==> src/rtl/axi_wr_outstanding_fsm.sv <==
// ---------------------------------------------------------------------------
// axi_wr_outstanding_fsm
//
// Write-path AXI protocol model with up to MAX_OUT outstanding bursts. Takes
// raw stimulus on the *_in inputs and produces registered axi_* signals for a
// property checker. It tracks IDs, generates per-beat addresses for FIXED,
// INCR and WRAP bursts, returns B responses in AW order, and flags illegal
// bursts with SLVERR.
//
// Ports:
//   axi_aclk, rst_n          clock, synchronous active-low reset
//   aw*_in / axi_aw*         AW stimulus in, registered AW channel out
//   w*_in / axi_w*           W stimulus in, registered W channel out
//   axi_wlast                last beat of the head command
//   axi_wbeat_addr           address of the current W beat
//   bready_in / axi_b*       B stimulus in, registered B channel out
//   outstanding              bursts accepted on AW but not yet done on B
// ---------------------------------------------------------------------------
module axi_wr_outstanding_fsm #(
    parameter int unsigned AW      = 32,
    parameter int unsigned DW      = 64,
    parameter int unsigned IDW     = 4,
    parameter int unsigned MAX_OUT = 4
) (
    input  logic                     axi_aclk,
    input  logic                     rst_n,
    input  logic [AW-1:0]            awaddr_in,
    input  logic [IDW-1:0]           awid_in,
    input  logic [7:0]               awlen_in,
    input  logic [2:0]               awsize_in,
    input  logic [1:0]               awburst_in,
    input  logic                     awvalid_in,
    output logic [AW-1:0]            axi_awaddr,
    output logic [IDW-1:0]           axi_awid,
    output logic [7:0]               axi_awlen,
    output logic [2:0]               axi_awsize,
    output logic [1:0]               axi_awburst,
    output logic                     axi_awvalid,
    output logic                     axi_awready,
    input  logic [DW-1:0]            wdata_in,
    input  logic [DW/8-1:0]          wstrb_in,
    input  logic                     wvalid_in,
    input  logic                     wready_in,
    output logic [DW-1:0]            axi_wdata,
    output logic [DW/8-1:0]          axi_wstrb,
    output logic                     axi_wvalid,
    output logic                     axi_wready,
    output logic                     axi_wlast,
    output logic [AW-1:0]            axi_wbeat_addr,
    input  logic                     bready_in,
    output logic [IDW-1:0]           axi_bid,
    output logic [1:0]               axi_bresp,
    output logic                     axi_bvalid,
    output logic                     axi_bready,
    output logic [$clog2(MAX_OUT):0] outstanding
);

    localparam int unsigned LOG2B = $clog2(DW/8);
    localparam int unsigned PW    = $clog2(MAX_OUT);
    localparam int unsigned CW    = PW + 1;

    typedef struct packed {
        logic [IDW-1:0] id;
        logic [AW-1:0]  addr;
        logic [7:0]     len;
        logic [2:0]     size;
        logic [1:0]     burst;
        logic           err;
    } cmd_t;

    typedef struct packed {
        logic [IDW-1:0] id;
        logic           err;
    } bent_t;

    typedef enum logic {AW_IDLE, AW_PEND} aw_state_t;
    typedef enum logic {B_IDLE, B_RESP} b_state_t;

    // ---------------- AW channel ----------------
    aw_state_t      aw_state_q, aw_state_d;
    logic [AW-1:0]  awaddr_q, awaddr_d;
    logic [IDW-1:0] awid_q, awid_d;
    logic [7:0]     awlen_q, awlen_d;
    logic [2:0]     awsize_q, awsize_d;
    logic [1:0]     awburst_q, awburst_d;
    logic           aw_load, aw_hs, aw_err;
    logic [AW-1:0]  aw_step;
    logic [31:0]    incr_end;
    logic           wrap_len_ok;

    // ---------------- command FIFO ----------------
    cmd_t           cmd_mem_q [MAX_OUT];
    logic [PW-1:0]  cmd_wr_q, cmd_wr_d, cmd_rd_q, cmd_rd_d;
    logic [CW-1:0]  cmd_cnt_q, cmd_cnt_d;
    logic           cmd_push, cmd_pop, cmd_nonempty;
    cmd_t           cmd_push_data, head;

    // ---------------- W channel ----------------
    logic           wvalid_q, wvalid_d, wready_q, wready_d;
    logic [DW-1:0]  wdata_q, wdata_d;
    logic [DW/8-1:0] wstrb_q, wstrb_d;
    logic [7:0]     beat_cnt_q, beat_cnt_d;
    logic [AW-1:0]  beat_addr_q, beat_addr_d;
    logic [AW-1:0]  cur_addr, next_addr, incr_addr, wrap_bytes, wrap_lower;
    logic           w_hs, wlast;

    // ---------------- B channel ----------------
    bent_t          b_mem_q [MAX_OUT];
    logic [PW-1:0]  b_wr_q, b_wr_d, b_rd_q, b_rd_d;
    logic [CW-1:0]  b_cnt_q, b_cnt_d;
    logic           b_push, b_load, b_hs;
    b_state_t       b_state_q, b_state_d;
    logic [IDW-1:0] bid_q, bid_d;
    logic [1:0]     bresp_q, bresp_d;
    logic           bready_q, bready_d;
    logic [CW-1:0]  out_q, out_d;

    // Ready depends only on registered counts; a pop in the same cycle does
    // not open a slot until the following cycle.
    assign axi_awready = (cmd_cnt_q != CW'(MAX_OUT)) && (out_q != CW'(MAX_OUT));
    assign aw_hs       = (aw_state_q == AW_PEND) && axi_awready;

    always_comb begin
        aw_state_d = aw_state_q;
        awaddr_d   = awaddr_q;
        awid_d     = awid_q;
        awlen_d    = awlen_q;
        awsize_d   = awsize_q;
        awburst_d  = awburst_q;
        aw_load    = 1'b0;
        unique case (aw_state_q)
            AW_IDLE: begin
                if (awvalid_in) begin
                    aw_load    = 1'b1;
                    aw_state_d = AW_PEND;
                end
            end
            AW_PEND: begin
                if (aw_hs) begin
                    if (awvalid_in) aw_load = 1'b1;
                    else            aw_state_d = AW_IDLE;
                end
            end
            default: aw_state_d = AW_IDLE;
        endcase
        if (aw_load) begin
            awaddr_d  = awaddr_in;
            awid_d    = awid_in;
            awlen_d   = awlen_in;
            awsize_d  = awsize_in;
            awburst_d = awburst_in;
        end
    end

    // Legality of the registered AW payload, evaluated at push time.
    always_comb begin
        aw_step     = AW'(1) << awsize_q;
        incr_end    = 32'(awaddr_q[11:0]) + ((32'(awlen_q) + 32'd1) << awsize_q);
        wrap_len_ok = (awlen_q == 8'd1) || (awlen_q == 8'd3) ||
                      (awlen_q == 8'd7) || (awlen_q == 8'd15);
        aw_err      = (32'(awsize_q) > LOG2B) ||
                      (awburst_q == 2'b10 && !wrap_len_ok) ||
                      (awburst_q == 2'b10 && ((awaddr_q & (aw_step - AW'(1))) != '0)) ||
                      (awburst_q == 2'b01 && incr_end > 32'd4096) ||
                      (awburst_q == 2'b11);
    end

    // ---------------- command FIFO control ----------------
    assign head         = cmd_mem_q[cmd_rd_q];
    assign cmd_nonempty = (cmd_cnt_q != '0);
    assign cmd_push     = aw_hs;
    assign cmd_pop      = w_hs && wlast;

    always_comb begin
        cmd_push_data = '{id: awid_q, addr: awaddr_q, len: awlen_q,
                          size: awsize_q, burst: awburst_q, err: aw_err};
        cmd_wr_d  = cmd_push ? cmd_wr_q + 1'b1 : cmd_wr_q;
        cmd_rd_d  = cmd_pop  ? cmd_rd_q + 1'b1 : cmd_rd_q;
        cmd_cnt_d = cmd_cnt_q;
        if (cmd_push && !cmd_pop)      cmd_cnt_d = cmd_cnt_q + CW'(1);
        else if (cmd_pop && !cmd_push) cmd_cnt_d = cmd_cnt_q - CW'(1);
    end

    // ---------------- W channel ----------------
    assign w_hs  = wvalid_q && wready_q;
    assign wlast = cmd_nonempty && (beat_cnt_q == head.len);

    // The first beat reads the address straight from the head command, so
    // beat_addr_q only needs to hold addresses of later beats.
    always_comb begin
        cur_addr   = (beat_cnt_q == 8'd0) ? head.addr : beat_addr_q;
        incr_addr  = cur_addr + (AW'(1) << head.size);
        wrap_bytes = (AW'(head.len) + AW'(1)) << head.size;
        wrap_lower = cur_addr & ~(wrap_bytes - AW'(1));
        unique case (head.burst)
            2'b00:   next_addr = cur_addr;
            2'b10:   next_addr = (incr_addr == wrap_lower + wrap_bytes) ? wrap_lower : incr_addr;
            default: next_addr = incr_addr;
        endcase
    end

    always_comb begin
        wvalid_d    = wvalid_q;
        wdata_d     = wdata_q;
        wstrb_d     = wstrb_q;
        beat_cnt_d  = beat_cnt_q;
        beat_addr_d = beat_addr_q;
        if (!wvalid_q || w_hs) begin
            wvalid_d = wvalid_in;
            wdata_d  = wdata_in;
            wstrb_d  = wstrb_in;
        end
        if (w_hs) begin
            if (wlast) begin
                beat_cnt_d = 8'd0;
            end else begin
                beat_cnt_d  = beat_cnt_q + 8'd1;
                beat_addr_d = next_addr;
            end
        end
        wready_d = wready_in && (cmd_cnt_d != '0);
    end

    // ---------------- B channel ----------------
    assign b_push = cmd_pop;
    assign b_hs   = (b_state_q == B_RESP) && bready_q;

    // The output register holds the presented response; the FIFO holds the
    // ones behind it, so a handshake can refill from the FIFO with no bubble.
    always_comb begin
        b_state_d = b_state_q;
        bid_d     = bid_q;
        bresp_d   = bresp_q;
        b_load    = 1'b0;
        unique case (b_state_q)
            B_IDLE: begin
                if (b_cnt_q != '0) begin
                    b_load    = 1'b1;
                    b_state_d = B_RESP;
                end
            end
            B_RESP: begin
                if (b_hs) begin
                    if (b_cnt_q != '0) b_load = 1'b1;
                    else               b_state_d = B_IDLE;
                end
            end
            default: b_state_d = B_IDLE;
        endcase
        if (b_load) begin
            bid_d   = b_mem_q[b_rd_q].id;
            bresp_d = b_mem_q[b_rd_q].err ? 2'b10 : 2'b00;
        end
        b_wr_d  = b_push ? b_wr_q + 1'b1 : b_wr_q;
        b_rd_d  = b_load ? b_rd_q + 1'b1 : b_rd_q;
        b_cnt_d = b_cnt_q;
        if (b_push && !b_load)      b_cnt_d = b_cnt_q + CW'(1);
        else if (b_load && !b_push) b_cnt_d = b_cnt_q - CW'(1);
        bready_d = bready_in;
        out_d    = out_q;
        if (aw_hs && !b_hs)      out_d = out_q + CW'(1);
        else if (b_hs && !aw_hs) out_d = out_q - CW'(1);
    end

    // ---------------- registers ----------------
    always_ff @(posedge axi_aclk) begin
        if (cmd_push) cmd_mem_q[cmd_wr_q] <= cmd_push_data;
        if (b_push)   b_mem_q[b_wr_q]     <= '{id: head.id, err: head.err};
    end

    always_ff @(posedge axi_aclk) begin
        if (!rst_n) begin
            aw_state_q  <= AW_IDLE;
            awaddr_q    <= '0;
            awid_q      <= '0;
            awlen_q     <= '0;
            awsize_q    <= '0;
            awburst_q   <= '0;
            cmd_wr_q    <= '0;
            cmd_rd_q    <= '0;
            cmd_cnt_q   <= '0;
            wvalid_q    <= 1'b0;
            wready_q    <= 1'b0;
            wdata_q     <= '0;
            wstrb_q     <= '0;
            beat_cnt_q  <= '0;
            beat_addr_q <= '0;
            b_state_q   <= B_IDLE;
            bid_q       <= '0;
            bresp_q     <= '0;
            bready_q    <= 1'b0;
            b_wr_q      <= '0;
            b_rd_q      <= '0;
            b_cnt_q     <= '0;
            out_q       <= '0;
        end else begin
            aw_state_q  <= aw_state_d;
            awaddr_q    <= awaddr_d;
            awid_q      <= awid_d;
            awlen_q     <= awlen_d;
            awsize_q    <= awsize_d;
            awburst_q   <= awburst_d;
            cmd_wr_q    <= cmd_wr_d;
            cmd_rd_q    <= cmd_rd_d;
            cmd_cnt_q   <= cmd_cnt_d;
            wvalid_q    <= wvalid_d;
            wready_q    <= wready_d;
            wdata_q     <= wdata_d;
            wstrb_q     <= wstrb_d;
            beat_cnt_q  <= beat_cnt_d;
            beat_addr_q <= beat_addr_d;
            b_state_q   <= b_state_d;
            bid_q       <= bid_d;
            bresp_q     <= bresp_d;
            bready_q    <= bready_d;
            b_wr_q      <= b_wr_d;
            b_rd_q      <= b_rd_d;
            b_cnt_q     <= b_cnt_d;
            out_q       <= out_d;
        end
    end

    // ---------------- outputs ----------------
    assign axi_awaddr     = awaddr_q;
    assign axi_awid       = awid_q;
    assign axi_awlen      = awlen_q;
    assign axi_awsize     = awsize_q;
    assign axi_awburst    = awburst_q;
    assign axi_awvalid    = (aw_state_q == AW_PEND);
    assign axi_wdata      = wdata_q;
    assign axi_wstrb      = wstrb_q;
    assign axi_wvalid     = wvalid_q;
    assign axi_wready     = wready_q;
    assign axi_wlast      = wlast;
    assign axi_wbeat_addr = cmd_nonempty ? cur_addr : '0;
    assign axi_bid        = bid_q;
    assign axi_bresp      = bresp_q;
    assign axi_bvalid     = (b_state_q == B_RESP);
    assign axi_bready     = bready_q;
    assign outstanding    = out_q;

endmodule

==> config.mk <==
export PLATFORM = sky130hd
export DESIGN_NAME = axi_wr_outstanding_fsm
export DESIGN_NICKNAME = d
export VERILOG_FILES = /design/src/rtl/axi_wr_outstanding_fsm.sv
export SDC_FILE = /design/constraint.sdc
export NUM_CORES = 1
export LEC_CHECK = 0
export CAP_MARGIN = 20
export CORE_MARGIN = 2
export CORE_UTILIZATION = 30
export CTS_CLUSTER_DIAMETER = 100
export DETAILED_ROUTE_END_ITERATION = 16
export PLACE_DENSITY = 0.58
export REMOVE_ABC_BUFFERS = 1
export SETUP_SLACK_MARGIN = 0.4
export SLEW_MARGIN = 0
export SYNTH_ARGS = -nofsm -noshare
export SYNTH_HDL_FRONTEND = slang
export SYNTH_SLANG_ARGS = --single-unit
==> constraint.sdc <==
create_clock -name axi_aclk -period 8.55 [get_ports axi_aclk]
set_input_delay 1.2825 -clock axi_aclk [delete_from_list [all_inputs] [get_ports axi_aclk]]
set_output_delay 1.2825 -clock axi_aclk [all_outputs]
set_load 0.02 [all_outputs]
# --- Word level (Yosys, flattened, before mapping) ---
# Memory sizes are Yosys's and may differ from the RTL's. A register that Yosys moved wholly into a read port is not among the register bits.
# Cells that the tools add are included.
totals:
  regBits: 189
  ram_bits: 220
  word_cells: 136
  memories: 2
memory_table:
  columns: ["name", "words", "width", "read_ports", "rd_ports_with_merged_regs", "wr", "line_no", "rtl"]
  rows:
  - ["cmd_mem_q", 4, 50, 1, 1, 1, "92", "cmd_t cmd_mem_q [MAX_OUT];"]
  - ["b_mem_q", 4, 5, 1, 1, 1, "108", "bent_t b_mem_q [MAX_OUT];"]
op_classes:
  n_addsub: 18
  magnitude_cmp: 2
  n_eq_ne: 12
  shift: 4
  muxes: 30
  bitwise_logic: 6
  n_reduce_logical: 39
ops:
  columns: ["cell", "count"]
  rows:
  - ["$mux W32", 3]
  - ["$add A32 B32 Y32", 2]
  - ["$and A32 B32 Y32", 2]
  - ["$pmux W32 S2", 1]
  - ["$shl A1 B3 Y32 const A", 2]
  - ["$shl A9 B3 Y32", 2]
  - ["$sub A32 B1 Y32 const B", 2]
  - ["$add A12 B32 Y32", 1]
  - ["$eq A32 B32 Y1", 1]
  - ["$gt A32 B13 Y1 const B", 1]
  - ["$not A32 Y32", 1]
  - ["$reduce_bool A32 Y1", 1]
  - ["$add A8 B1 Y9 const B", 2]
  - ["$mux W3", 6]
  - ["$logic_and A1 B1 Y1", 16]
  - ["$mux W1", 10]
  - ["$mux W2", 5]
  - ["$add A3 B1 Y3 const B", 3]
  - ["$reduce_bool A3 Y1", 3]
  - ["$sub A3 B1 Y3 const B", 3]
  - ["$add A2 B1 Y2 const B", 4]
  - ["$add A8 B1 Y8 const B", 1]
  - ["$eq A8 B1 Y1 const B", 1]
  - ["$eq A8 B2 Y1 const B", 1]
  - ["16 further kinds", 37]

# --- Depth between registers and ports, before layout ---
depth:
  word_depth: 10
  ltp_mapped: 31
  depth_no_buf: 27

# --- Least setup slack after synthesis ---
# No wires, ideal clock.
synth_timing:
  path_type: "register to register"
  from: "register (tool-made name)"
  to: "register beat_addr_q[1]"
  setup_time_ns: 0.132
  t_arrival_ns: 6.718
  path_slack_ns: 1.700
  path_stages_with_launch: 31
  period_less_slack_ns: 6.850
  cell_sequence: "dfxtp_1 > buf_6 > mux4_2 > buf_4 > ha_1 > clkbuf_1 > xnor2_1 > a22oi_1 > a22oi_2 > a21oi_1 > nor3_1 > nand2_1 > nor3_1 > xnor2_1 > and2_1 > ha_1 > inv_1 > o221ai_1 > a31oi_1 > a21oi_1 > nor3_1 > or3_1 > a2111oi_0 > or4b_1 > a2111oi_4 > nand2_2 > o31a_1 > buf_6 > buf_2 > a32oi_1 > a21oi_1"
synth_rtl:
  columns: ["item", "line_no", "rtl"]
  rows:
  - ["end signal: assignment", "311", "beat_addr_q <= beat_addr_d;"]
  - ["end: declaration", "103", "logic [AW-1:0] beat_addr_q, beat_addr_d;"]

==> flow_summary_export.csv <==
group,metric,value,unit
floorplan,core-area,74600,µm²
yosys,postSynthCellCount,2244,
pwr,vdd_drop_max,0.000134,V
drt,dr_total_vias,18700,
global_route,grt_pass1_wl,112,mm
floorplan,die_w,279,µm
global_route,grt_overflow,0,
yosys,synth_edf_count,220,
layout,fin_util,37.8,%
clocking,cts_sinks,412,
floorplan,num_rows,100,
layout,nFillCells,7365,
sta,rsz0062_at_grt,"false",
drt,viasPerCell,5.33,
clocking,cts_tree,"done",
yosys,yosysSeqAreaShare,46.2,%
clocking,postCtsHoldBufs,0,
yosys,ys_seq_elements,412,
sta,fin_crit,7520,ps
global_route,grt_pass1_vias,18700,
drt,routed_wl,73.4,mm
placed_design,place_ws,755,ps
worst_setup_path,critPathKind,"register to register",
layout,fin_cells,3515,
yosys,async_flop_share,0,%
sta,slew_viol_final,0,
clocking,htreeDepth,2,
placed_design,gp_congestion,0.900,
drt,drc,0,
sta,period_share,88.0,%
status,status,"finished clean",
global_route,grt_usage,18.3,%
sta,whs,464,ps
layout,area_delta_synth_final,24.5,%
yosys,yosysTopAreaCell,"edfxtp_1",
drt,wl_per_cell,20.9,µm
sta,setup_ws,1030,ps
flow_run,cap_violations,0,
pwr,leakagePower,9.75,nW
worst_setup_path,crit_fanout,12,
placed_design,hpwl,53.3,mm
layout,mostFrequentLayoutCells,"nand2_1, clkdlybuf4s50_1, edfxtp_1, dfxtp_1, a21boi_0",
yosys,synth.distinct_cells,112,
sta,slew_headroom,33.6,%
clocking,cts_buffers,42,
sta,setup_viol,0,
layout,mostFrequentLayoutCell,"nand2_1",
worst_setup_path,cp.arrival,7940,ps
yosys,ys_warn_count,0,
drt,postRouteAntennaNets,0,
floorplan,dieArea,77700,µm²
layout,final_nets,2688,
pwr,p_per_area,197,nW/µm²
sta,hold_viol_final,0,
yosys,yosysTopAreaCellShare,29.2,%
global_route,grt_max_degree,101,
sta,fin_worst_skew,28.0,ps
yosys,syn_area_per_cell,10.1,µm²
pwr,total_power,5.56,mW
floorplan,die_h,279,µm
placed_design,port_buffers,294,
global_route,antenna_found_initial,1,
drt,firstDrtPassIters,5,
hold_path,worst_hold_path_type,"register to register",
layout,antenna_cells,0,
floorplan,io_pins,296,
yosys,ys_top_cells_by_area,"edfxtp_1, dfxtp_1, nand2_1, mux4_2, a21boi_0",
sta,tightest_slew,994,ps
worst_setup_path,startpoint_type,"register",
clocking,clk_latency,570,ps
sta,final.setup.tns,0,ps
worst_setup_path,required,8970,ps
layout,drive_above_1_share,11.8,%
clocking,cts_buffer_depth,3,
yosys,syn_area,22600,µm²
placed_design,placedCellCount,3434,
placed_design,dpl-instance-area,26700,µm²
floorplan,start_util,30.4,%
clocking,clkSlewWorstSetupHoldPaths,60,ps
sta,fmax,133,MHz
yosys,yosys_most_used_dff,"edfxtp_1",
clocking,root_buffer,"clkbuf_16",
layout,fin_area,28200,µm²
drt,drt_iter0_drc,1401,
worst_setup_path,endpoint_kind,"register",
[layout make-up]
cell class              count  area (µm²)  area share [%]
flip-flops and latches    412       10500            37.1
repair buffers            356        3440            12.2
well taps                 969        1210            4.30
clock inverters            32         344            1.22
inverters                  51         191           0.679
clock buffers              46        1070            3.78
multi-input cells        1649       11500            40.7
[metal layers]
| metal | GRT usage [%] | vias to the layer above | routed length (µm) |
|---|---|---|---|
| li1 | - | 8778 | - |
| met1 | 23.7 | 9128 | 31200 |
| met2 | 31.2 | 709 | 35100 |
| met3 | 3.33 | 106 | 5130 |
| met4 | 5.53 | 2 | 1980 |
| met5 | 0 | - | 20 |
[power breakdown]
part	internal, mW	switching (mW)	leakage, nW
combinational	0.557	0.812	5.45
clock	1.07	0.817	0.679
sequential	2.21	0.0965	3.62
total	3.84	1.73	9.75
[synthesized netlist by cell type (43+ instances only)]
cell	number
nand2_1	375
edfxtp_1	220
dfxtp_1	192
a21boi_0	130
nor2_1	127
o21ai_0	106
clkbuf_1	93
a21oi_1	89
xnor2_1	55
mux4_2	54
inv_1	50
mux2i_1	46
and2_1	45
ha_1	45
nand3_1	43
[worst max-delay path, stage by stage (launching register included)]
cell	delay (ps)
dfxtp_4	490
mux4_2	630
ha_1	340
and3_1	240
xor2_1	240
o21ai_2	380
a31oi_4	170
nor3_2	340
nand2_1	280
nor3_1	290
xnor2_1	100
and2_1	220
ha_1	340
inv_1	70
o221ai_1	150
a31oi_1	110
a21oi_1	420
nor3_1	90
or3_1	340
a2111oi_0	320
or4b_1	570
a2111oi_4	300
nand2_2	80
buf_4	210
nor3_2	190
buf_4	190
mux2i_1	190
a31oi_1	90
[flip-flops by register name (all words and copies together), names as in the netlist, 2 cells and up, named ones only]
signal       cells
axi_bid          4
cmd_rd_q         2
cmd_cnt_q        3
axi_awburst      2
b_rd_q           2
axi_awid         4
axi_wdata       64
outstanding      3
b_cnt_q          3
axi_awsize       3
axi_awaddr      32
axi_wstrb        8
cmd_wr_q         2
cmd_mem_q      200
b_wr_q           2
axi_awlen        8
b_mem_q         20
beat_addr_q     32
beat_cnt_q       8
[timing repair]
| action | 4_1_cts | 5_1_grt |
|---|---|---|
| endpoints found under the setup margin | 0 | 29 |
| resized for setup | 0 | 6 |
| buffers inserted | 0 | 0 |
[cell families after synthesis]
family	Yosys count	share of synthesized area, %
compound gates	554	17.4
xor+xnor	83	3.35
fa+ha+maj	49	2.84
buf+inv	184	3.52
flops	412	46.2
mux	138	9.29
other cells	1	0.0166
simple gates	823	17.4
[worst paths after layout]
path	from	endpoint	slack (ps)	cells past startpoint
setup / recovery	register	beat_addr_q[23]	1030	27
hold / removal	axi_wdata[27]	axi_wdata[27]	460	2
setup reg to reg	register	beat_addr_q[23]	1030	27
hold reg to reg	axi_wdata[27]	axi_wdata[27]	460	2
(Power assumes the default switching activity.)
